### src/rtl/gcd_client.sv
// gcd_client: host-side initiator for the 4-bit GCD unit.
// Buffers operand pairs in a small FIFO, hands each pair to the GCD unit
// over its ready/enable ports, and returns each result as a held beat.
//
// state  | meaning
// -------+--------------------------------------------------------------
// IDLE   | no job in flight; pops the FIFO head when one is available
// SEND_A | presenting operand A, strobe follows a_rdy_i
// SEND_B | presenting operand B, strobe follows b_rdy_i
// WAIT_Y | waiting for y_rdy_i, abandons the job after TIMEOUT cycles
// OUT    | result beat held until downstream takes it
module gcd_client #(
  parameter int DEPTH   = 4,
  parameter int TIMEOUT = 64
) (
  input  logic       clk_i,
  input  logic       rst_ni,
  input  logic       cmd_valid_i,
  input  logic [3:0] cmd_a_i,
  input  logic [3:0] cmd_b_i,
  output logic       cmd_ready_o,
  output logic [3:0] a_data_o,
  output logic [3:0] b_data_o,
  output logic       a_en_o,
  output logic       b_en_o,
  output logic       y_en_o,
  input  logic       a_rdy_i,
  input  logic       b_rdy_i,
  input  logic       y_rdy_i,
  input  logic [3:0] y_data_i,
  output logic       res_valid_o,
  output logic [3:0] res_a_o,
  output logic [3:0] res_b_o,
  output logic [3:0] res_y_o,
  input  logic       res_ready_i,
  output logic       timeout_o,
  output logic [7:0] done_cnt_o,
  output logic       busy_o
);

  localparam int AW = $clog2(DEPTH);
  // One extra bit so TIMEOUT itself is representable even when it is a power of two.
  localparam int TW = $clog2(TIMEOUT + 1);

  typedef enum logic [2:0] {
    IDLE   = 3'd0,
    SEND_A = 3'd1,
    SEND_B = 3'd2,
    WAIT_Y = 3'd3,
    OUT    = 3'd4
  } state_t;

  state_t        state;

  logic [3:0]    mem_a [DEPTH];
  logic [3:0]    mem_b [DEPTH];
  logic [AW-1:0] wr_ptr;
  logic [AW-1:0] rd_ptr;
  logic [AW:0]   count;
  logic          empty;
  logic          full;
  logic          push;
  logic          pop;

  logic [3:0]    ja;
  logic [3:0]    jb;
  logic [3:0]    a_data_q;
  logic [3:0]    b_data_q;
  logic [TW-1:0] t_cnt;
  logic [3:0]    res_a_q;
  logic [3:0]    res_b_q;
  logic [3:0]    res_y_q;
  logic          res_valid_q;
  logic          timeout_q;
  logic [7:0]    done_cnt_q;

  assign empty = (count == '0);
  assign full  = (count == (AW+1)'(DEPTH));
  assign push  = cmd_valid_i && !full;
  assign pop   = (state == IDLE) && !empty;

  // FIFO storage; contents are don't-care until written, so no reset
  always_ff @(posedge clk_i) begin
    if (push) begin
      mem_a[wr_ptr] <= cmd_a_i;
      mem_b[wr_ptr] <= cmd_b_i;
    end
  end

  // FIFO pointers and occupancy; pointers wrap naturally since DEPTH is a power of two
  always_ff @(posedge clk_i or negedge rst_ni) begin
    if (!rst_ni) begin
      wr_ptr <= '0;
      rd_ptr <= '0;
      count  <= '0;
    end else begin
      if (push) wr_ptr <= wr_ptr + 1'b1;
      if (pop)  rd_ptr <= rd_ptr + 1'b1;
      if (push && !pop)      count <= count + 1'b1;
      else if (pop && !push) count <= count - 1'b1;
    end
  end

  // Job sequencing FSM with its data and status registers
  always_ff @(posedge clk_i or negedge rst_ni) begin
    if (!rst_ni) begin
      state       <= IDLE;
      ja          <= '0;
      jb          <= '0;
      a_data_q    <= '0;
      b_data_q    <= '0;
      t_cnt       <= '0;
      res_a_q     <= '0;
      res_b_q     <= '0;
      res_y_q     <= '0;
      res_valid_q <= 1'b0;
      timeout_q   <= 1'b0;
      done_cnt_q  <= '0;
    end else begin
      case (state)
        IDLE: begin
          if (!empty) begin
            ja       <= mem_a[rd_ptr];
            jb       <= mem_b[rd_ptr];
            // A bus is loaded on entry so it already shows the operand in SEND_A
            a_data_q <= mem_a[rd_ptr];
            state    <= SEND_A;
          end
        end
        SEND_A: begin
          if (a_rdy_i) begin
            b_data_q <= jb;
            state    <= SEND_B;
          end
        end
        SEND_B: begin
          if (b_rdy_i) begin
            t_cnt <= '0;
            state <= WAIT_Y;
          end
        end
        WAIT_Y: begin
          if (y_rdy_i) begin
            res_y_q     <= y_data_i;
            res_a_q     <= ja;
            res_b_q     <= jb;
            res_valid_q <= 1'b1;
            state       <= OUT;
          end else if (t_cnt == TW'(TIMEOUT - 1)) begin
            // Job is dropped silently apart from the sticky flag
            timeout_q <= 1'b1;
            state     <= IDLE;
          end else begin
            t_cnt <= t_cnt + 1'b1;
          end
        end
        OUT: begin
          if (res_ready_i) begin
            res_valid_q <= 1'b0;
            done_cnt_q  <= done_cnt_q + 1'b1;
            state       <= IDLE;
          end
        end
        default: state <= IDLE;
      endcase
    end
  end

  // Strobes follow the GCD unit's ready inputs so a handshake never waits a cycle
  assign a_en_o      = (state == SEND_A) && a_rdy_i;
  assign b_en_o      = (state == SEND_B) && b_rdy_i;
  assign y_en_o      = (state == WAIT_Y) && y_rdy_i;

  assign cmd_ready_o = !full;
  assign a_data_o    = a_data_q;
  assign b_data_o    = b_data_q;
  assign res_valid_o = res_valid_q;
  assign res_a_o     = res_a_q;
  assign res_b_o     = res_b_q;
  assign res_y_o     = res_y_q;
  assign timeout_o   = timeout_q;
  assign done_cnt_o  = done_cnt_q;
  assign busy_o      = (state != IDLE) || !empty;

endmodule

### config.mk
export PLATFORM = sky130hd
export DESIGN_NAME = gcd_client
export DESIGN_NICKNAME = d
export VERILOG_FILES = /design/src/rtl/gcd_client.sv
export SDC_FILE = /design/constraint.sdc
export NUM_CORES = 1
export LEC_CHECK = 0
export ABC_CLOCK_PERIOD_IN_PS = 7000
export BUFFER_PORTS_ARGS = -buffer_cell sky130_fd_sc_hd__buf_2
export CORE_MARGIN = 1
export CORE_UTILIZATION = 55
export CTS_CLUSTER_DIAMETER = 80
export DETAILED_ROUTE_END_ITERATION = 7
export HOLD_SLACK_MARGIN = 0.02
export PLACE_DENSITY = 0.86
export SLEW_MARGIN = 20
export SYNTH_ARGS = -nofsm -noshare
export SYNTH_HDL_FRONTEND = slang
export SYNTH_SLANG_ARGS = --single-unit
### constraint.sdc
create_clock -name clk_i -period 7 [get_ports clk_i]
set_clock_uncertainty 0.2 [all_clocks]
set_input_delay 1.75 -clock clk_i [delete_from_list [all_inputs] [get_ports clk_i]]
set_output_delay 1.75 -clock clk_i [all_outputs]
set_load 0.02 [all_outputs]
### Word level (Yosys, flattened, before mapping)

Memory sizes are Yosys's and may differ from the RTL's. A register that Yosys moved wholly into a read port is not among the register bits.
Index checks and enable logic that the tools add are counted.

| cells by class | value |
|---|---|
| bitwise operators | 2 |
| add/subtract/negate cells | 6 |
| multiplexer cells | 18 |
| eq/ne operators | 14 |
| reductions and logical operators | 28 |

Operators by type and width:

| kind | number |
|---|---|
| two-way mux 3 bit | 8 |
| two-way mux 7 bit | 3 |
| one-hot mux 3 bit (5 select lines) | 1 |
| inequality test 2 bit (second input constant) | 7 |
| one-hot mux 7 bit (2 select lines) | 1 |
| adder 8 x 1 -> 8 bit (second input constant) | 1 |
| AND reduction 2 bit | 4 |
| adder 7 x 1 -> 7 bit (second input constant) | 1 |
| equality test 7 x 6 -> 1 bit (second input constant) | 1 |
| logical AND 1 bit | 7 |
| equality test 3 x 2 -> 1 bit (second input constant) | 2 |
| equality test 3 bit (second input constant) | 2 |
| logical NOT 1 bit | 6 |
| logical NOT 3 bit | 2 |
| AND reduction 3 bit | 2 |
| nonzero test 2 bit | 3 |
| AND reduction 5 bit | 1 |
| adder 2 x 1 -> 2 bit (second input constant) | 2 |
| two-way mux 1 bit | 4 |
| AND reduction 4 bit | 1 |
| adder 3 x 1 -> 3 bit (second input constant) | 1 |
| equality test 3 x 1 -> 1 bit (second input constant) | 1 |
| inequality test 3 bit (second input constant) | 1 |
| nonzero test 3 bit | 1 |
| other kinds (4) | 5 |

| storage, ports and cells | value |
|---|---|
| memory bits (writable) | 32 |
| bits in registers | 43 |
| memories | 2 |

Memories:

| name | depth | bits a word | rd ports | clocked after Yosys merged registers in | wr ports | RTL line | source |
|---|---|---|---|---|---|---|---|
| mem_a | 4 | 4 | 1 | 1 | 1 | 55 | `logic [3:0] mem_a [DEPTH];` |
| mem_b | 4 | 4 | 1 | 1 | 1 | 56 | `logic [3:0] mem_b [DEPTH];` |

### Longest topological paths before layout

| logic depth | value |
|---|---|
| word-level depth | 7 |
| depth in mapped cells | 9 |
| gate-level depth less buffers | 9 |

### Worst setup path after synthesis

Ideal clock, no wire load.

| timing | value |
|---|---|
| kind | input -> output |
| from | input port a_rdy_i |
| to | output port a_en_o |
| buffers on the path | 0 |
| stages | 2 |
| required time | 5,050 ps |
| path slack | 2,808 ps |
| arrival time | 2,242 ps |
| cell sequence | nand2_1 > nor3_2 |

| between the ends | value |
|---|---|
| longest elaborated chain between the ends | 1 |

RTL lines:

| what | RTL line | source |
|---|---|---|
| start: declaration | 27 | `input logic a_rdy_i,` |
| logical AND 1 bit | 170 | `assign a_en_o = (state == SEND_A) && a_rdy_i;` |
| end: declaration | 24 | `output logic a_en_o,` |

No other way between the ends.

### Worst setup path after layout

Same ends and word-level chain as after synthesis.

==> summary.md <==
| Metric | Value |
|---|---|
| Max frequency | `224 MHz` |
| GR Util met2 | `between 30% and 40%` |
| Register area share after synthesis | `a little over three fifths` |
| Grt ovf | `0` |
| Synth area leader | `dfrtp_1` |
| Row cnt | `28` |
| Layout Nets | `320` |
| Synth-to-Final Area Change | `14.9%` |
| RSZ-0062 raised after global routing | `no` |
| Largest net degree at the start of global routing | `27` |
| Routed wire per std cell | `16.3 µm` |
| Initial DRT Pass Iterations | `4` |
| Die height | `between 80 and 90 µm` |
| Clk slew on worst S/H paths | `approximately 0.070 ns` |
| Antenna-violating nets left | `0` |
| I/O Buffers | `53` |
| Slew @ Worst Pin | `just under 0.6 ns` |
| Root buf cell | `clkbuf_8` |
| Instance count of the mapped netlist | `~240` |
| Reg-to-Reg Start | `state[0]` |
| Synth Area per Inst | `15.0 µm²` |
| Fin. Hold Viols | `0` |
| Worst endpoint data arrival time | `2.51 ns` |
| Multi-input logic area | `1210 µm²` |
| Clk_lat worst skew | `~0.35 ns` |
| Vias in the first global route | `about 2000` |
| Startpoint types | `input pin` |
| Layout cell share with drive strength beyond 1 | `a little under two fifths` |
| Met3 usage | `around 4.4%` |
| Max-cap violations | `0` |
| Initial DRC count | `approximately 110` |
| Min Tclk post-route | `roughly 4.5 ns` |
| Synth area leaders | `dfrtp_1 36%, edfxtp_1 27%, mux2_2 6.0%` |
| Busiest grt layer | `met2` |
| # DRC | `0` |
| Worst hold path startpoint | `timeout_o` |
| Clock net sink count | `83` |
| Count of endpoints failing setup in the final report | `0` |
| Syn Std Cell Area | `about 3500 µm²` |
| Diodes inserted | `0` |
| Status | `complete, no violations` |
| Post-CTS Setup Repair Bufs | `0` |
| Routed vias | `approximately 2100` |
| Most frequent cells in the layout | `53 x buf_2, 51 x dfrtp_1, 32 x edfxtp_1, 19 x mux2_2, 15 x nand2_1` |
| Tot GR Track Use | `19.8%` |
| Hold Crit Class | `register to register` |
| Cell variety after synth | `44` |
| Core Footprint | `~6100 µm²` |
| Worst Path Required | `~5 ns` |
| Synthesized Nets | `263` |
| Resized cells post-CTS | `0` |
| Sequential cell area | `between 2000 and 2500 µm²` |
| FILL cells | `421` |
| Pwr dens | `around 440 nW/µm²` |
| Chip width | `just over 80 µm` |
| Drt via density | `approximately 5.6` |
| Main synth FF type | `dfrtp_1` |
| Worst VDD drop | `0.215 mV` |
| Initial antenna violation count | `0` |
| CP Class | `input pin to output port` |
| Max-slew violation count | `0` |
| CTS tree | `done` |
| DP HPWL | `~4300 µm` |
| Max clock buf depth | `2` |
| Crit-path max FO | `5` |
| Routability cong. | `around 0.74` |
| Total Neg Setup Slack | `0 ns` |
| Lkg Pwr | `around 1.8 nW` |
| Worst setup EP type | `output port` |
| Drt total wl | `around 6000 µm` |
| Hold_buf cts | `0` |
| Most common cell after layout, fill and taps aside | `buf_2` |
| Final Instance Area | `between 4000 and 5000 µm²` |
| # H-tree levels | `3` |
| First-pass GRT wire length | `approximately 9500 µm` |
| Ports | `54` |
| Placed Area | `approximately 3900 µm²` |
| CTS Buf Count | `9` |
| Initial core utilization | `between 50 and 60%` |
| Slew margin rel. | `roughly three fifths` |
| Post-synth ARST share | `around 60%` |
| Yosys top cell area share | `between 30% and 40%` |
| Critical Path Start | `a_rdy_i` |
| GRT met1 Usage | `23.3%` |
| EDFF count, synth | `32` |
| Ratio of final minimum period to clock period | `between 60% and 70%` |
| Yosys warns | `0` |
| Yosys reg bits | `83` |
| Die area | `6770 µm²` |
==> through the flow <==
stage	hold WS (ns)	power [W]	setup WS, ns	cells	util, %
final	0.262	0.00178	2.54	373	67.2
after floorplan	0.264	0.00127	2.81	236	-
after global routing	0.308	0.00188	2.50	373	67.2
after global placement	0.251	0.00140	2.56	356	63.4
after CTS	0.272	0.00179	2.56	373	67.2
after detailed placement	0.258	0.00144	2.56	357	63.7
==> cells in the mapped netlist, types with 2 or more instances <==
cell type   n
and3_1      7
nand2b_1    4
mux4_2      8
nor3_1      3
nand3b_1    2
a21oi_1     7
inv_1      10
nand4_1     6
buf_6       3
edfxtp_1   32
nor2_1      8
xor2_1      4
o31ai_1     4
dfrtp_1    51
mux2_4      7
nand2_1    15
mux2_2     19
xnor2_1     9
ha_1        7
buf_2       2
mux2i_1     2
or4_1       2
o21ai_0     3
==> state kept, by name, summed over array words and instances (netlist names) <==
| name | count |
|---|---|
| timeout_o | 1 |
| res_a_o | 4 |
| wr_ptr | 2 |
| a_data_o | 4 |
| count | 3 |
| res_b_o | 4 |
| done_cnt_o | 8 |
| t_cnt | 7 |
| b_data_o | 4 |
| mem_b | 16 |
| state | 3 |
| res_valid_o | 1 |
| rd_ptr | 2 |
| jb | 4 |
| res_y_o | 4 |
| mem_a | 16 |
==> final timing paths <==
path	endpoint	slack [ns]	depth (start not counted)
setup / recovery	a_en_o	2.54	4
hold / removal	timeout_o	0.26	1
setup reg to reg	count[1]	4.44	5
hold reg to reg	timeout_o	0.26	1
max in group asynchronous	res_valid_o	4.87	2
min in group asynchronous	b_data_o[2]	1.20	1
==> worst max-delay path, cell delays in order <==
cell and delay, ns:
buf_2 0.10, nand2_1 0.08, nor3_2 0.33, buf_2 0.25
==> cell type report <==
cell class              count  area share (%)
clock inverters             2           0.860
inverters                  10           0.922
flip-flops and latches     83            54.9
multi-input cells         135            29.7
well taps                  75            2.30
clock buffers              14            4.24
repair buffers             54            7.01
==> power by group <==
group,switching [W],leakage (nW),internal (W)
Sequential,0.000136,0.925,0.000667
Combinational,0.000317,0.760,0.000307
Clock,0.000157,0.107,0.000194
==> cell families after synthesis <==
kind of cell	after synthesis	synth area share (%)
buffers and inverters	18	2.75
AO/OA/AOI/OAI	19	3.42
multiplexers	37	15.0
AND/OR/NAND/NOR	58	9.50
flip-flops	83	63.1
adder cells (fa/ha/maj)	8	3.04
XOR/XNOR	13	3.21
==> per-layer routing <==
| layer | up-vias | part of all wire [%] |
|---|---|---|
| met3 | 9 | 4.1 |
| met1 | 1058 | 44 |
| met5 | - | 0 |
| met2 | 54 | 51 |
| li1 | 969 | - |
| met4 | 0 | 1.7 |
Note: power is estimated with default switching activity, not from simulation.
